## src/rtl/counter_pkg.sv

```systemverilog
// Shared definitions for the counter subsystem: counting-mode constants and
// a range-clamp helper that every counter block uses for parallel loads.
package counter_pkg;

    // Behaviour at the range ends: roll over to the opposite end, or stick.
    localparam bit CNT_WRAP = 1'b0;
    localparam bit CNT_SAT  = 1'b1;

    // Wide enough for any supported counter width plus one guard bit.
    localparam int unsigned CLAMP_W = 33;

    // Force a value into min_val..max_val; values already inside pass through.
    function automatic logic [CLAMP_W-1:0] clamp_range(
        input logic [CLAMP_W-1:0] value,
        input logic [CLAMP_W-1:0] min_val,
        input logic [CLAMP_W-1:0] max_val
    );
        if (value < min_val) begin
            return min_val;
        end
        if (value > max_val) begin
            return max_val;
        end
        return value;
    endfunction

endpackage

```

## src/rtl/up_down_counter_param.sv

```systemverilog
// Parametrised up/down counter over MIN_VAL..MAX_VAL with enable, clear,
// clamped parallel load, wrap/saturate mode, terminal-count flags and a
// registered carry/borrow pulse that can drive the enable of a next stage.
module up_down_counter_param
    import counter_pkg::*;
#(
    parameter int unsigned WIDTH     = 4,
    parameter longint      MIN_VAL   = 0,
    parameter longint      MAX_VAL   = (longint'(1) << WIDTH) - 1,
    parameter longint      RESET_VAL = MIN_VAL,
    parameter bit          SATURATE  = CNT_WRAP
) (
    input  logic             clk,
    input  logic             reset,
    input  logic             clear,
    input  logic             load,
    input  logic [WIDTH-1:0] load_val,
    input  logic             en,
    input  logic             up_down,
    output logic [WIDTH-1:0] count,
    output logic             at_max,
    output logic             at_min,
    output logic             carry_pulse
);

    // The extra top bit keeps every compare and increment free of overflow;
    // it is always zero in the stored count.
    typedef logic [WIDTH:0] wide_t;

    localparam wide_t MIN_W   = wide_t'(MIN_VAL);
    localparam wide_t MAX_W   = wide_t'(MAX_VAL);
    localparam wide_t RESET_W = wide_t'(RESET_VAL);
    localparam wide_t ONE_W   = wide_t'(1);

    // Reject illegal parameter combinations while elaborating.
    if (WIDTH < 1 || WIDTH > 32) begin : g_bad_width
        $error("up_down_counter_param: WIDTH must be 1..32");
    end
    if (MIN_VAL < 0 || MIN_VAL >= MAX_VAL) begin : g_bad_range
        $error("up_down_counter_param: need 0 <= MIN_VAL < MAX_VAL");
    end
    if (MAX_VAL > (longint'(1) << WIDTH) - 1) begin : g_bad_max
        $error("up_down_counter_param: MAX_VAL does not fit in WIDTH bits");
    end
    if (RESET_VAL < MIN_VAL || RESET_VAL > MAX_VAL) begin : g_bad_reset
        $error("up_down_counter_param: RESET_VAL outside MIN_VAL..MAX_VAL");
    end

    wide_t count_r;
    logic  carry_r;
    wide_t next_count;
    logic  next_carry;
    wide_t clamped_load;

    // Load values outside the legal range are pulled onto the nearer end.
    always_comb begin
        clamped_load = wide_t'(clamp_range(CLAMP_W'(load_val),
                                           CLAMP_W'(MIN_VAL),
                                           CLAMP_W'(MAX_VAL)));
    end

    // Next count and carry decode, priority clear > load > en > hold.
    always_comb begin
        next_count = count_r;
        next_carry = 1'b0;
        if (clear) begin
            next_count = RESET_W;
        end else if (load) begin
            next_count = clamped_load;
        end else if (en) begin
            if (up_down) begin
                if (count_r >= MAX_W) begin
                    next_carry = 1'b1;
                    next_count = (SATURATE == CNT_SAT) ? MAX_W : MIN_W;
                end else begin
                    next_count = count_r + ONE_W;
                end
            end else begin
                if (count_r <= MIN_W) begin
                    next_carry = 1'b1;
                    next_count = (SATURATE == CNT_SAT) ? MIN_W : MAX_W;
                end else begin
                    next_count = count_r - ONE_W;
                end
            end
        end
    end

    // Count and carry registers; reset drops any pending pulse at once.
    always_ff @(posedge clk or negedge reset) begin
        if (!reset) begin
            count_r <= RESET_W;
            carry_r <= 1'b0;
        end else begin
            count_r <= next_count;
            carry_r <= next_carry;
        end
    end

    assign count       = count_r[WIDTH-1:0];
    assign at_max      = (count_r == MAX_W);
    assign at_min      = (count_r == MIN_W);
    assign carry_pulse = carry_r;

endmodule

```

## config.mk

```make
export PLATFORM = sky130hd
export DESIGN_NAME = up_down_counter_param
export DESIGN_NICKNAME = d
export VERILOG_FILES = /design/src/rtl/counter_pkg.sv /design/src/rtl/up_down_counter_param.sv
export SDC_FILE = /design/constraint.sdc
export NUM_CORES = 1
export LEC_CHECK = 0
export CAP_MARGIN = 25
export CORE_AREA = 2 2 39 41
export DETAILED_ROUTE_END_ITERATION = 6
export DIE_AREA = 0 0 41 43
export GPL_TIMING_DRIVEN = 0
export PLACE_DENSITY = 0.72
export SLEW_MARGIN = 5
export SYNTH_ARGS = -nofsm -noshare
export SYNTH_HDL_FRONTEND = slang
export SYNTH_SLANG_ARGS = --single-unit
```

## constraint.sdc

```tcl
create_clock -name clk -period 4.7 [get_ports clk]
set_input_delay 0.94 -clock clk [delete_from_list [all_inputs] [get_ports clk]]
set_output_delay 0.94 -clock clk [all_outputs]
set_load 0.1 [all_outputs]
```

==> results.json, run 1 <==
{
  "grt_pass1_wl_mm": 1.959,
  "initial_core_util": 0.3996,
  "relSlewSlack": 0.3517,
  "critical_path_class": "reg -> out",
  "n_fill_cell": 126,
  "rows": 14,
  "hold_end": "count_r[1]",
  "ios": 17,
  "min_period_ps": 3570,
  "cts_hold_buf": 0,
  "synth_edf_count": 0,
  "required_ps": 3760,
  "worstHoldPathType": "reg -> reg",
  "grt_max_degree": 11,
  "worstPathMaxFanout": 10,
  "multi_input_area_um2": 334.1,
  "synth_commonest_cells": "dfrtp_1 (6), nor2_1 (6), buf_4 (5), inv_1 (5), nor3_1 (5)",
  "synthArstFlopShare": 1.000,
  "synth-main-ff-cell": "dfrtp_1",
  "yosysSeqAreaShare": 0.2715,
  "yosys_warnings": 0,
  "post_cts_buffers": 0,
  "num_antenna_cells": 0,
  "slew_violations": 0,
  "syn_area_um2": 553.0,
  "postRouteAntennaNets": 0,
  "worstMarginPinSlew_ps": 969.4,
  "clock_latency_ps": 240,
  "drt-total-wl_mm": 1.210,
  "grt_pass1_vias": 467,
  "cp-end-kind": "output port",
  "grt_usage": 0.1633,
  "p_leak_nw": 0.3162,
  "hold_depth": 2,
  "period_share": 0.7596,
  "clk_root_buffer_cell": "clkbuf_4",
  "overflow": 0,
  "cp-startpoint": "count_r[0]",
  "cts_tree": "done",
  "die_h_um": 43,
  "dpl.hpwl_um": 897.5,
  "drtPass1Iterations": 4,
  "place.gp.congestion": 0.7976,
  "core-area_um2": 1384,
  "timing.rr.end": "count_r[1]",
  "synth_cells": 66,
  "fin_area_um2": 745.7,
  "vias": 562,
  "peakVddDrop_mv": 0.1852,
  "fin_skew_ps": 10.29,
  "first_iter_violations": 17,
  "power.density_nw_per_um2": 357.9,
  "finalHoldViolations": 0,
  "nNetsFinal": 99,
  "arrival_ps": 2630,
  "worstRegToRegCells": 6,
  "dieArea_um2": 1763,
  "outcome": "complete, no violations",
  "rsz0062_at_grt": "no",
  "synth_area_leader_cell": "dfrtp_1",
  "r2r_slack_ps": 2600,
  "cts_buffers": 3,
  "synth-seq-cells": 6,
  "synth_top_area_frac": 0.2715,
  "clock-sinks": 6,
  "cts_resized": 0,
  "seqCellArea_um2": 150.1,
  "synth_fp_nets": 79,
  "drive_gt1_frac": 0.1667,
  "place.port_buffers": 15,
  "setup_tns_ps": 0,
  "routedWlPerCell_um": 12.10,
  "cts.path.max_buffers": 2,
  "via_per_inst": 5.620,
  "max_freq_mhz": 280.1,
  "htree_num_levels": 1,
  "final_util": 0.5389,
  "chipWidth_um": 41,
  "setup_viol_count_final": 0,
  "critPathLaunchType": "flip-flop",
  "cap_violations": 0,
  "clkTransAtPathRegs_ps": 50,
  "antenna_found_initial": 0,
  "hp-start": "count_r[1]",
  "syn_avg_cell_area_um2": 8.379,
  "remaining_drc_errors": 0,
  "place_area_um2": 723.2,
  "reg2reg_from": "count_r[0]",
  "ys_types": 29,
  "area_growth_pct": 34.84,
  "synth.area.top_cells": "dfrtp_1 (27%), buf_4 (6.8%), ha_1 (6.8%)"
}
==> state kept, by name, summed over array words and instances, names as in the netlist <==
register / flops
count_r: 5
carry_pulse: 1
==> logic make-up (layout without fill, tap and decap cells) <==
kind of cell / count (synthesis) / count (layout) / synth area share
compound gates: 19 / 19 / 0.2443
simple gates: 25 / 25 / 0.2919
fa+ha+maj: 3 / 3 / 0.06788
flops: 6 / 6 / 0.2715
buf+inv: 13 / 31 / 0.1244
==> metrics by stage <==
| stage | hold slack, ps | setup WS, ps | total power [mW] | cells |
|---|---|---|---|---|
| finish | 746.1 | 1130 | 0.2669 | 100 |
| global route | 790.6 | 1003 | 0.2836 | 100 |
| CTS | 738.4 | 1117 | 0.2688 | 100 |
| detailed placement | 719.1 | 1375 | 0.2215 | 97 |
| global placement | 706.7 | 1362 | 0.2206 | 97 |
| floorplan | 616.6 | 2026 | 0.1860 | 66 |
==> routing by layer <==
layer | up-vias | wire (um) | global-route usage
li1 | 278 | - | -
met1 | 258 | 540 | 0.2326
met2 | 26 | 574 | 0.2281
met3 | 0 | 94 | 0.06283
met4 | 0 | 0 | 0.04000
met5 | - | 0 | 0
==> cell usage in the layout, fill, tap and decap left out, types with 2 or more instances in the layout <==
cell type / count
o22ai_1: 2
inv_1: 5
nor3_1: 5
nor4_1: 2
clkbuf_4: 3
a31oi_1: 2
nand2_1: 2
ha_1: 3
nor3b_1: 4
o31ai_1: 2
dfrtp_1: 6
nor2_1: 6
buf_4: 5
o21ai_0: 3
a21oi_1: 4
clkdlybuf4s50_1: 15
==> how the worst max path moves through the flow <==
stage / end / slack [ps]
6_report: at_min / 1130
5_1_grt: at_max / 1000
4_1_cts: at_min / 1120
3_5_place_dp: at_min / 1380
3_3_place_gp: at_min / 1360
2_1_floorplan: at_min / 2030
==> power by group <==
part / switching (mW) / internal [mW]
sequential: 0.0141 / 0.0580
combinational: 0.0991 / 0.0498
clock: 0.0170 / 0.0288
==> layout make-up <==
type / count / share of cell area
Clock buffer: 3 / 0.03020
Sequential cell: 6 / 0.2013
Buffer: 7 / 0.06208
Multi-Input combinational cell: 47 / 0.4480
Tap cell: 16 / 0.02685
Timing Repair Buffer: 15 / 0.2013
Inverter: 6 / 0.03020
==> worst max-delay path, stage by stage, from the launching register on <==
cell and delay (ps):
dfrtp_1 480, inv_1 100, ha_1 180, nor3b_1 300, and2_1 210, clkdlybuf4s50_1 1140
Note: power is estimated with default switching activity, not from simulation.
==> inputs of run 2 (changes only) <==
--- a/config.mk
+++ b/config.mk
@@ -6,11 +6,11 @@
 export NUM_CORES = 1
 export LEC_CHECK = 0
 export CAP_MARGIN = 25
-export CORE_AREA = 2 2 39 41
+export CORE_MARGIN = 1
+export CORE_UTILIZATION = 40
 export DETAILED_ROUTE_END_ITERATION = 6
-export DIE_AREA = 0 0 41 43
 export GPL_TIMING_DRIVEN = 0
-export PLACE_DENSITY = 0.72
+export PLACE_DENSITY = 0.73
 export SLEW_MARGIN = 5
 export SYNTH_ARGS = -nofsm -noshare
 export SYNTH_HDL_FRONTEND = slang
==> constraint.sdc (replaced) <==
create_clock -name clk -period 3 [get_ports clk]
set_input_delay 0.6 -clock clk [delete_from_list [all_inputs] [get_ports clk]]
set_output_delay 0.6 -clock clk [all_outputs]
set_load 0.1 [all_outputs]
==> run 2 against run 1 <==
  * Sequential power up 58%
  * Wire length up 9.3%
  * Die area down 13%
  * Largest power group unchanged
  * Sequential share of layout area up 0.31 points
  * Register-to-register slack worse by 1700 ps
  * Final area down 1.5%
==> results.json, run 2 (synthesized netlist as in run 1, its figures left out) <==
{
  "setup_viol_count_final": 0,
  "crit_family": "buffers and inverters",
  "first_iter_violations": 9,
  "wl_met2_um": 664,
  "initial_core_util": 0.4250,
  "antenna_found_initial": 0,
  "relSlewSlack": 0.3586,
  "cts_tree": "done",
  "routedWlPerCell_um": 13.36,
  "place.port_buffers": 15,
  "worstPathMaxFanout": 10,
  "met1_length_um": 567,
  "overflow": 0,
  "die_h_um": 39.19,
  "clock_latency_ps": 250,
  "fin_ws_ps": 349.8,
  "power_mw": 0.4188,
  "final_common_cell": "clkdlybuf4s50_1",
  "critical_path_class": "reg -> out",
  "outcome": "complete, no violations",
  "clkTransAtPathRegs_ps": 50,
  "cts_buffers": 3,
  "largest_register_ffs": 5,
  "drtPass1Iterations": 4,
  "cts_hold_buf": 0,
  "clk_root_buffer_cell": "clkbuf_4",
  "top_layer": "met3",
  "min_period_ps": 2650,
  "fin_skew_ps": 9.532,
  "dpl.hpwl_um": 962.7,
  "grt_pass1_wl_mm": 2.166,
  "drive_gt1_frac": 0.1905,
  "arrival_ps": 2050,
  "critPathLaunchType": "flip-flop",
  "clock-sinks": 6,
  "postRouteAntennaNets": 0,
  "slowest_stage": "clkdlybuf4s50_1",
  "slowest_delay_ps": 1110,
  "cp-end-kind": "output port",
  "grt_max_degree": 11,
  "peakVddDrop_mv": 0.2608,
  "worstMarginPinSlew_ps": 959.1,
  "dp_slack_ps": -49.17,
  "cts.path.max_buffers": 2,
  "area_growth_pct": 32.81,
  "num_antenna_cells": 0,
  "final_cell_mix": "clkdlybuf4s50_1 (13), nor2_1 (6), dfrtp_1 (6)",
  "wl_met3_um": 91,
  "grt_pass1_vias": 505,
  "path_buf_inv": 2,
  "place.gp.congestion": 0.7809,
  "period_share": 0.8834,
  "max_freq_mhz": 377.3,
  "via_per_inst": 5.929,
  "worstRegToRegCells": 6,
  "finalHoldViolations": 0,
  "rsz0062_at_grt": "no",
  "r2r_slack_ps": 880,
  "worstHoldPathType": "in -> async",
  "power.density_nw_per_um2": 570.3,
  "cap_violations": 0,
  "remaining_drc_errors": 0,
  "critical_path_depth": 2,
  "grt_usage": 0.2067,
  "ios": 17,
  "post_cts_buffers": 0,
  "drt-total-wl_mm": 1.323,
  "rows": 13,
  "nNetsFinal": 99,
  "p_leak_nw": 0.3181,
  "path_cells": "buf_4 -> clkdlybuf4s50_1",
  "slew_violations": 0,
  "chipWidth_um": 39.19,
  "dieArea_um2": 1535,
  "required_ps": 2400,
  "holdWs_ps": 599.2,
  "core-area_um2": 1301,
  "vias": 587,
  "top_register": "count_r",
  "htree_num_levels": 1
}
## run 2: final timing paths
kind / start / end
max in group asynchronous: reset / carry_pulse
worst max-delay path: count_r[0] / count[0]
min in group clk: count_r[2] / count_r[2]
worst min register to register: count_r[2] / count_r[2]
worst max register to register: count_r[0] / count_r[1]
worst min-delay path: reset / count_r[3]
## run 2: worst register-to-register path: cells and delay by family, from the launching register on
kind | cells | cell delay (ps)
AOI/OAI and AO/OA | 2 | 370
DFF | 1 | 490
adders and majority gates | 2 | 540
and+or+nand+nor | 2 | 620
## run 2: through the flow
step | instances | setup TNS, ps | instance area [um^2] | utilization
after floorplan | 66 | 0 | 553.0 | -
after global placement | 96 | 0 | 721.9 | 0.5548
after detailed placement | 96 | -49.17 | 721.9 | 0.5548
after CTS | 99 | 0 | 743.2 | 0.5712
after global routing | 99 | 0 | 734.5 | 0.5644
final | 99 | 0 | 734.5 | 0.5644
## run 2: final cells by class
class                   instances  area [um^2]
multi-input cells              47        334.1
fillers                       134        566.8
clock buffers                   3        22.52
repair buffers                 15        140.1
flip-flops and latches          6        150.1
inverters                       6        22.52
plain buffers                   7        46.29
well taps                      15        18.77
## run 2: metal layers
metal,vias to the layer above,GRT usage
li1,280,-
met1,279,0.2813
met2,28,0.3333
met3,0,0.06936
met4,0,0
met5,-,0
## run 2: repair_timing
action                                  4_1_cts  5_1_grt
endpoints found under the setup margin        2        2
gates cloned                                  0        0
gates resized for setup                       3        3
## run 2: power breakdown
part	switching, mW	internal [mW]
registers	0.0229	0.0908
clock network	0.0290	0.0452
logic	0.157	0.0738
total	0.209	0.210
